### src/rtl/dsd_pkg.sv
// Shared definitions for the single-wire serial link: transmitter state
// encoding and idle line level, also used by the matching receiver.
package dsd_pkg;

  localparam logic [2:0] TX_IDLE   = 3'd0;
  localparam logic [2:0] TX_START  = 3'd1;
  localparam logic [2:0] TX_DATA   = 3'd2;
  localparam logic [2:0] TX_PARITY = 3'd3;
  localparam logic [2:0] TX_STOP   = 3'd4;

  localparam logic LINE_IDLE = 1'b1;

  typedef enum logic [2:0] {
    ST_IDLE   = TX_IDLE,
    ST_START  = TX_START,
    ST_DATA   = TX_DATA,
    ST_PARITY = TX_PARITY,
    ST_STOP   = TX_STOP
  } tx_state_e;

endpackage

### src/rtl/piso_frame_tx_if.sv
// Word handshake between a parallel source and the frame transmitter.
interface piso_frame_tx_if #(
  parameter int WIDTH = 8
);

  logic [WIDTH-1:0] DATA_IN;
  logic             VALID;
  logic             READY;

  modport master (output DATA_IN, output VALID, input READY);
  modport slave  (input DATA_IN, input VALID, output READY);

endinterface

### src/rtl/bit_timer.sv
// Bit-period timer: TICK marks the last CLK cycle of each bit while enabled.
module bit_timer #(
  parameter int CLKS_PER_BIT = 4
) (
  input  logic CLK,
  input  logic RST,
  input  logic EN,
  output logic TICK
);

  localparam int CW = (CLKS_PER_BIT > 1) ? $clog2(CLKS_PER_BIT) : 1;
  localparam logic [CW-1:0] LAST = CW'(CLKS_PER_BIT - 1);

  logic [CW-1:0] cnt;

  // Held at zero while disabled so a new frame always starts a full bit period.
  always_ff @(posedge CLK) begin
    if (RST || !EN) begin
      cnt <= '0;
    end else if (cnt == LAST) begin
      cnt <= '0;
    end else begin
      cnt <= cnt + CW'(1);
    end
  end

  assign TICK = EN && (cnt == LAST);

endmodule

### src/rtl/piso_frame_tx.sv
// Parallel-in/serial-out frame transmitter: idle-high line, start bit,
// data LSB first, optional even parity, stop bit.
module piso_frame_tx
  import dsd_pkg::*;
#(
  parameter int WIDTH        = 8,
  parameter int CLKS_PER_BIT = 4,
  parameter bit PARITY_EN    = 1'b1
) (
  input  logic           CLK,
  input  logic           RST,
  piso_frame_tx_if.slave bus,
  output logic           Q,
  output logic           BUSY,
  output logic           DONE
);

  localparam int IW = (WIDTH > 1) ? $clog2(WIDTH) : 1;
  localparam logic [IW-1:0] LAST_IDX = IW'(WIDTH - 1);

  tx_state_e        state, state_nx;
  logic [WIDTH-1:0] shreg, shreg_nx;
  logic [IW-1:0]    idx, idx_nx;
  logic             par, par_nx;
  logic             q_nx;
  logic             tick;
  logic             accept;

  bit_timer #(
    .CLKS_PER_BIT(CLKS_PER_BIT)
  ) u_bit_timer (
    .CLK (CLK),
    .RST (RST),
    .EN  (state != ST_IDLE),
    .TICK(tick)
  );

  assign accept    = (state == ST_IDLE) && bus.VALID;
  assign bus.READY = (state == ST_IDLE);
  assign BUSY      = (state != ST_IDLE);
  assign DONE      = (state == ST_STOP) && tick;

  always_comb begin
    state_nx = state;
    shreg_nx = shreg;
    idx_nx   = idx;
    par_nx   = par;
    case (state)
      ST_IDLE: begin
        if (accept) begin
          state_nx = ST_START;
          shreg_nx = bus.DATA_IN;
          par_nx   = ^bus.DATA_IN;
          idx_nx   = '0;
        end
      end
      ST_START: begin
        if (tick) begin
          state_nx = ST_DATA;
        end
      end
      ST_DATA: begin
        if (tick) begin
          shreg_nx = shreg >> 1;
          if (idx == LAST_IDX) begin
            idx_nx   = '0;
            state_nx = PARITY_EN ? ST_PARITY : ST_STOP;
          end else begin
            idx_nx = idx + IW'(1);
          end
        end
      end
      ST_PARITY: begin
        if (tick) begin
          state_nx = ST_STOP;
        end
      end
      ST_STOP: begin
        if (tick) begin
          state_nx = ST_IDLE;
        end
      end
      default: state_nx = ST_IDLE;
    endcase

    // Line level follows the next state so Q changes on the same edge as the state.
    q_nx = LINE_IDLE;
    case (state_nx)
      ST_START:  q_nx = 1'b0;
      ST_DATA:   q_nx = shreg_nx[0];
      ST_PARITY: q_nx = par_nx;
      default:   q_nx = LINE_IDLE;
    endcase
  end

  always_ff @(posedge CLK) begin
    if (RST) begin
      state <= ST_IDLE;
      shreg <= '0;
      idx   <= '0;
      par   <= 1'b0;
      Q     <= LINE_IDLE;
    end else begin
      state <= state_nx;
      shreg <= shreg_nx;
      idx   <= idx_nx;
      par   <= par_nx;
      Q     <= q_nx;
    end
  end

endmodule

### src/flat_wrapper.sv
// flat-port wrapper written by rule: the top's interface ports become plain ports
module piso_frame_tx_flat import dsd_pkg::*;
#(
  parameter int WIDTH        = 8,
  parameter int CLKS_PER_BIT = 4,
  parameter bit PARITY_EN    = 1'b1
)
  (CLK, RST, Q, BUSY, DONE, bus_DATA_IN, bus_VALID, bus_READY);
  piso_frame_tx_if #(.WIDTH(WIDTH)) bus_i ();
  input  logic CLK;
  input  logic RST;
  output logic Q;
  output logic BUSY;
  output logic DONE;
  input wire logic [$bits(bus_i.DATA_IN)-1:0] bus_DATA_IN;
  input wire logic [$bits(bus_i.VALID)-1:0] bus_VALID;
  output wire logic [$bits(bus_i.READY)-1:0] bus_READY;
  assign bus_i.DATA_IN = bus_DATA_IN;
  assign bus_i.VALID = bus_VALID;
  assign bus_READY = bus_i.READY;
  piso_frame_tx #(.WIDTH(WIDTH), .CLKS_PER_BIT(CLKS_PER_BIT), .PARITY_EN(PARITY_EN)) u_core (.CLK(CLK), .RST(RST), .bus(bus_i), .Q(Q), .BUSY(BUSY), .DONE(DONE));
endmodule
### config.mk
export PLATFORM = sky130hd
export DESIGN_NAME = piso_frame_tx_flat
export DESIGN_NICKNAME = d
export VERILOG_FILES = /design/src/rtl/dsd_pkg.sv /design/src/rtl/piso_frame_tx_if.sv /design/src/rtl/bit_timer.sv /design/src/rtl/piso_frame_tx.sv /design/src/flat_wrapper.sv
export SDC_FILE = /design/constraint.sdc
export NUM_CORES = 1
export LEC_CHECK = 0
export BUFFER_PORTS_ARGS = -buffer_cell sky130_fd_sc_hd__buf_2
export CORE_UTILIZATION = 45
export DETAILED_ROUTE_END_ITERATION = 7
export PLACE_DENSITY = 0.66
export SLEW_MARGIN = 20
export SYNTH_ARGS = -nofsm -noshare
export SYNTH_HDL_FRONTEND = slang
export SYNTH_HIERARCHICAL = 1
export SYNTH_SLANG_ARGS = --single-unit
### constraint.sdc
create_clock -name CLK -period 3.4 [get_ports CLK]
set_input_delay 0.51 -clock CLK [delete_from_list [all_inputs] [get_ports CLK]]
set_output_delay 0.51 -clock CLK [all_outputs]
set_load 0.02 [all_outputs]
# Word level (Yosys, flattened, before mapping)

Cells that the tools add are included.

Register bits: 18
Bits of input ports: 11
Output and inout port bits: 4
Word-level logic and storage cells: 48

Add/subtract/negate cells: 2
Equality and inequality tests: 11
Muxes and demuxes: 17
Reductions and logical operators: 11

Operator list:

| operator                                       | number |
|---|---|
| two-way mux 3 bit                              | 9 |
| two-way mux 8 bit                              | 2 |
| one-hot mux 8 bit (2 select lines)             | 1 |
| one-hot mux 3 bit (5 select lines)             | 1 |
| == test 3 x 2 -> 1 bit (second input constant) | 4 |
| XOR reduction 8 bit                            | 1 |
| == test 3 x 1 -> 1 bit (second input constant) | 2 |
| == test 3 bit (second input constant)          | 2 |
| one-hot mux 3 bit (2 select lines)             | 1 |
| != test 2 x 1 -> 1 bit (second input constant) | 2 |
| adder 3 x 1 -> 3 bit (second input constant)   | 1 |
| logical AND 1 bit                              | 3 |
| zero test 3 bit                                | 1 |
| one-hot mux 1 bit (3 select lines)             | 1 |
| AND reduction 3 bit                            | 1 |
| nonzero test 3 bit                             | 1 |
| adder 2 x 1 -> 2 bit (second input constant)   | 1 |
| == test 2 bit (second input constant)          | 1 |
| two-way mux 1 bit                              | 2 |
| nonzero test 2 bit                             | 1 |
| OR reduction 2 bit                             | 1 |
| zero test 1 bit                                | 1 |
| logical OR 1 bit                               | 1 |

# Depth between registers and ports, before layout

Depth in word-level cells: 6
Depth in mapped cells: 8
Mapped depth without buffers: 6

# Modules after synthesis

The synthesis kept the hierarchy.

By module, submodules not included:

| module        | instances | cells an instance | area an instance (sq um) | seq. area each (sq um) |
|---|---|---|---|---|
| piso_frame_tx | 1         | 87                | 785.8                    | 320.3 |
| bit_timer     | 1         | 6                 | 86.3                     | 40.0 |

# Least setup slack after synthesis

No wires, ideal clock.

Path kind: register to register
From: reg u_core.state[1]
To: reg u_core.Q
Arrival: 1.814 ns
Data required time: 3.271 ns
Slack: 1.457 ns
Cell stages (with the launch flop): 7
Path buffers: 0
Clock period less this slack: 1.943 ns
Cell sequence: dfxtp_1 > or3_1 > and2_1 > and3_1 > o31ai_1 > nor3b_1 > a22oi_1

Word-level cells in the longest chain between the ends: 6

Ends and longest elaborated chain:

| item                                                             | line                 | source |
|---|---|---|
| start, declared                                                  | piso_frame_tx.sv:21  | `tx_state_e state, state_nx;` |
| start signal, assigned                                           | piso_frame_tx.sv:104 | `state <= state_nx;` |
| nonzero test 3 bit *                                             | -                    |  |
| via BUSY                                                         | flat_wrapper.sv:13   | `output logic BUSY;` |
| logical AND 1 bit *                                              | bit_timer.sv:27      | `assign TICK = EN && (cnt == LAST);` |
| via u_core.tick                                                  | piso_frame_tx.sv:26  | `logic tick;` |
| two-way mux 3 bit (on tied branches)                             | -                    |  |
| one-hot mux 3 bit (5 select lines)                               | piso_frame_tx.sv:48  | `case (state)` |
| == test 3 x 2 -> 1 bit or == test 3 x 1 -> 1 bit (tied branches) | piso_frame_tx.sv:88  | `case (state_nx)` |
| one-hot mux 1 bit (3 select lines) *                             | piso_frame_tx.sv:88  |  |
| end signal, assigned                                             | piso_frame_tx.sv:108 | `Q <= q_nx;` |
| end, declared                                                    | piso_frame_tx.sv:13  | `output logic Q,` |

Mark *: on every way through the listed nets, which the timed path passes. The rest lies on a longest branch. The select of a mux whose other input is x is not followed.
A chain may end at the register's enable or synchronous reset.

# Worst setup path after layout

From: reg u_core.state[1]
To: out DONE

Word-level cells in the longest chain between the ends: 3

Ends and longest elaborated chain:

| item               | line                | source |
|---|---|---|
| nonzero test 3 bit | piso_frame_tx.sv:34 | `.EN (state != ST_IDLE),` |
| logical AND 1 bit  | bit_timer.sv:27     |  |
| via u_core.tick    | piso_frame_tx.sv:26 |  |
| logical AND 1 bit  | piso_frame_tx.sv:41 | `assign DONE = (state == ST_STOP) && tick;` |
| end, declared      | flat_wrapper.sv:14  | `output logic DONE;` |

The timed path passes the listed nets, and every way through them passes these cells.

==> results.yml <==
run_status:
  run_status: "finished, final reports clean"
sta:
  worstMarginPinSlew_ns: 0.7704
  rsz0062_at_grt: "no"
  fmax_ghz: 0.4513
  relSlewSlack_pct: 48.42
  setup_tns_ns: 0
  period_share_pct: 65.17
  slew_viol_final: 0
  final-hold-violation-count: 0
  setup_viol: 0
  clock_skew_ns: 0.004429
  holdWs_ns: 0.4505
  period_minus_slack_ns: 2.216
place:
  dpl-instance-area_sq_um: 948.4
  dp_hpwl_mm: 1.087
  place_congestion: 0.7441
  portBuffers: 14
route:
  first_pass_iters: 4
  vias: 690
  viasPerCell: 5.308
  post_drt_wl_per_cell_um: 11.55
  ant_nets: 0
  wirelength_mm: 1.501
  drc_errors: 0
  drtIter0Drc: 18
layout:
  finalNetCount: 121
  final_cell_area_sq_um: 970.9
  final_cell_mix: "dfxtp_1, buf_2, a21oi_1, nor2_1, a22oi_1"
  syn_to_final_growth_pct: 11.33
  mostFrequentLayoutCell: "dfxtp_1"
  drive_gt1_share_pct: 20.95
  diodes: 0
  utilization_pct: 55.04
  fillers: 176
logic_synthesis:
  yosysSeqAreaShare_pct: 41.32
  syn_area_sq_um: 872.1
  synth-edff-count: 0
  synth_fa_ha_area_share_pct: 4.304
  synth_simple_gate_area_share_pct: 25.82
  synth-seq-cells: 18
  synthXorXnorAreaFrac_pct: 7.030
  synthMuxAreaShare_pct: 0
  synth_compound_area_share_pct: 18.22
  ys.flop_type: "dfxtp_1"
  synth_area_per_cell_sq_um: 9.377
  postSynthCellCount: 93
  syn_nets: 107
  ys.warnings.count: 6
  synth_top_family_by_area: "simple AND/OR/NAND/NOR gates"
  synthDistinctLibCells: 31
  synthArstFlopShare_pct: 0
power_and_ir_drop:
  internal-power_mw: 0.2884
  switching_share_pct: 25.03
  p_switching_mw: 0.09627
  p_leak_nw: 0.3864
  pwr-share-seq_pct: 58.8
  power_mw: 0.3847
  clkPwrFrac_pct: 26.5
  max-vdd-ir-drop_mv: 0.2200
  p_comb_share_pct: 14.7
  powerDensity_mw_per_mm2: 396.2
floorplan:
  dieWidth_um: 46.02
  die_area_sq_mm: 0.002118
  rows: 15
  coreArea_sq_mm: 0.001764
  dieHeight_um: 46.02
  start_util_pct: 49.43
  pin_count: 15
worst_setup_path:
  worst_setup_path_start_kind: "flip-flop"
  critPathTopFamily: "simple AND/OR/NAND/NOR gates"
  path_class: "flip-flop to primary output"
  cp_max_fo: 9
  worst_setup_path_end_kind: "primary output"
  crit_arrival_ns: 1.71
  critPathSlowestCell: "or3_1"
  required_ns: 2.89
  critPathBufInv: 1
  critPathMaxStageDelay_ns: 0.45
  crit_chain: "or3_1 -> and2_1 -> and3_1 -> buf_2"
clocking:
  clockBufferDepth: 2
  tritoncts.num_buffers: 3
  root_buffer: "clkbuf_4"
  cts_resized: 0
  cts_hold_buf: 0
  cts_tree: "built"
  insertion_delay_ns: 0.28
  cts.clk_slew.worst_paths_ns: 0.09
  clock-sinks: 18
  h-tree-depth: 1
  postCtsSetupRepairBufs: 0
global_routing:
  grt_usage_pct: 15.46
  grt_first_pass_wirelength_mm: 2.283
  grt_pass1_vias: 563
  grt_max_degree: 19
  grt-ovfl-total: 0
  antenna_found_initial: 0
worst_hold_path:
  hold_class: "flip-flop to flip-flop"
flow_run:
  drv_cap: 0
-- metal layers --
layer,global-route usage [%],up-vias,wire length [um]
li1,-,358,-
met5,0,-,0
met3,3.571,2,61
met1,21.10,318,721
met4,8.824,0,12
met2,21.97,12,707
-- synthesized netlist by cell type, drive strengths merged (2+ instances only) --
cell type	count	area share (%)
nor4b	2	4.4
a21oi	12	6.9
nand2	6	2.6
xnor2	7	7.0
and4bb	2	2.9
a22oi	8	6.9
nor2	11	5.3
ha	3	4.3
nor3b	4	3.4
buf	4	2.4
dfxtp	18	41
and3	2	1.4
-- stage by stage --
step	setup slack [ns]	instances
after CTS	1.181	130
after floorplan	1.457	93
after detailed placement	1.267	127
after global routing	1.084	130
after global placement	1.315	127
final	1.184	130
-- cell families (layout without fill, tap and decap cells) --
group,after synthesis,after routing
AND/OR/NAND/NOR,34,34
AO/OA/AOI/OAI,25,25
flip-flops,18,18
XOR/XNOR,7,7
buffers and inverters,6,18
adder cells (fa/ha/maj),3,3
-- sequential cells by signal, indices dropped and copies added (netlist names) --
name,cells
u_core/u_bit_timer/cnt,2
u_core/idx,3
u_core/Q,1
u_core/par,1
u_core/state,3
u_core/shreg,8
-- final cells by class --
class                      count  area, sq um  share of cell area [%]
multi-input combinational     69        483.0                   49.74
clock buffer                   3        22.52                   2.320
timing repair buffer          14        70.07                   7.216
tap                           25        31.28                   3.222
sequential                    18        360.3                   37.11
inverter                       1        3.754                  0.3866
-- power by group through the flow --
stage | Clock, mW | Combinational [mW] | Sequential [mW]
floorplan | 0 | 0.0435 | 0.229
global placement | 0 | 0.0565 | 0.231
detailed placement | 0 | 0.0572 | 0.231
CTS | 0.106 | 0.0575 | 0.226
global route | 0.116 | 0.0633 | 0.227
finish | 0.102 | 0.0566 | 0.226
-- worst paths after layout --
check / startpoint / endpoint / slack, ns / cells past startpoint
worst max-delay path: u_core/state[1] / DONE / 1.18 / 4
worst min-delay path: u_core/u_bit_timer/cnt[0] / u_core/u_bit_timer/cnt[0] / 0.45 / 1
worst max register to register: u_core/state[1] / u_core/Q / 1.22 / 6
worst min register to register: u_core/u_bit_timer/cnt[0] / u_core/u_bit_timer/cnt[0] / 0.45 / 1
Power figures use the tool's default switching activity.
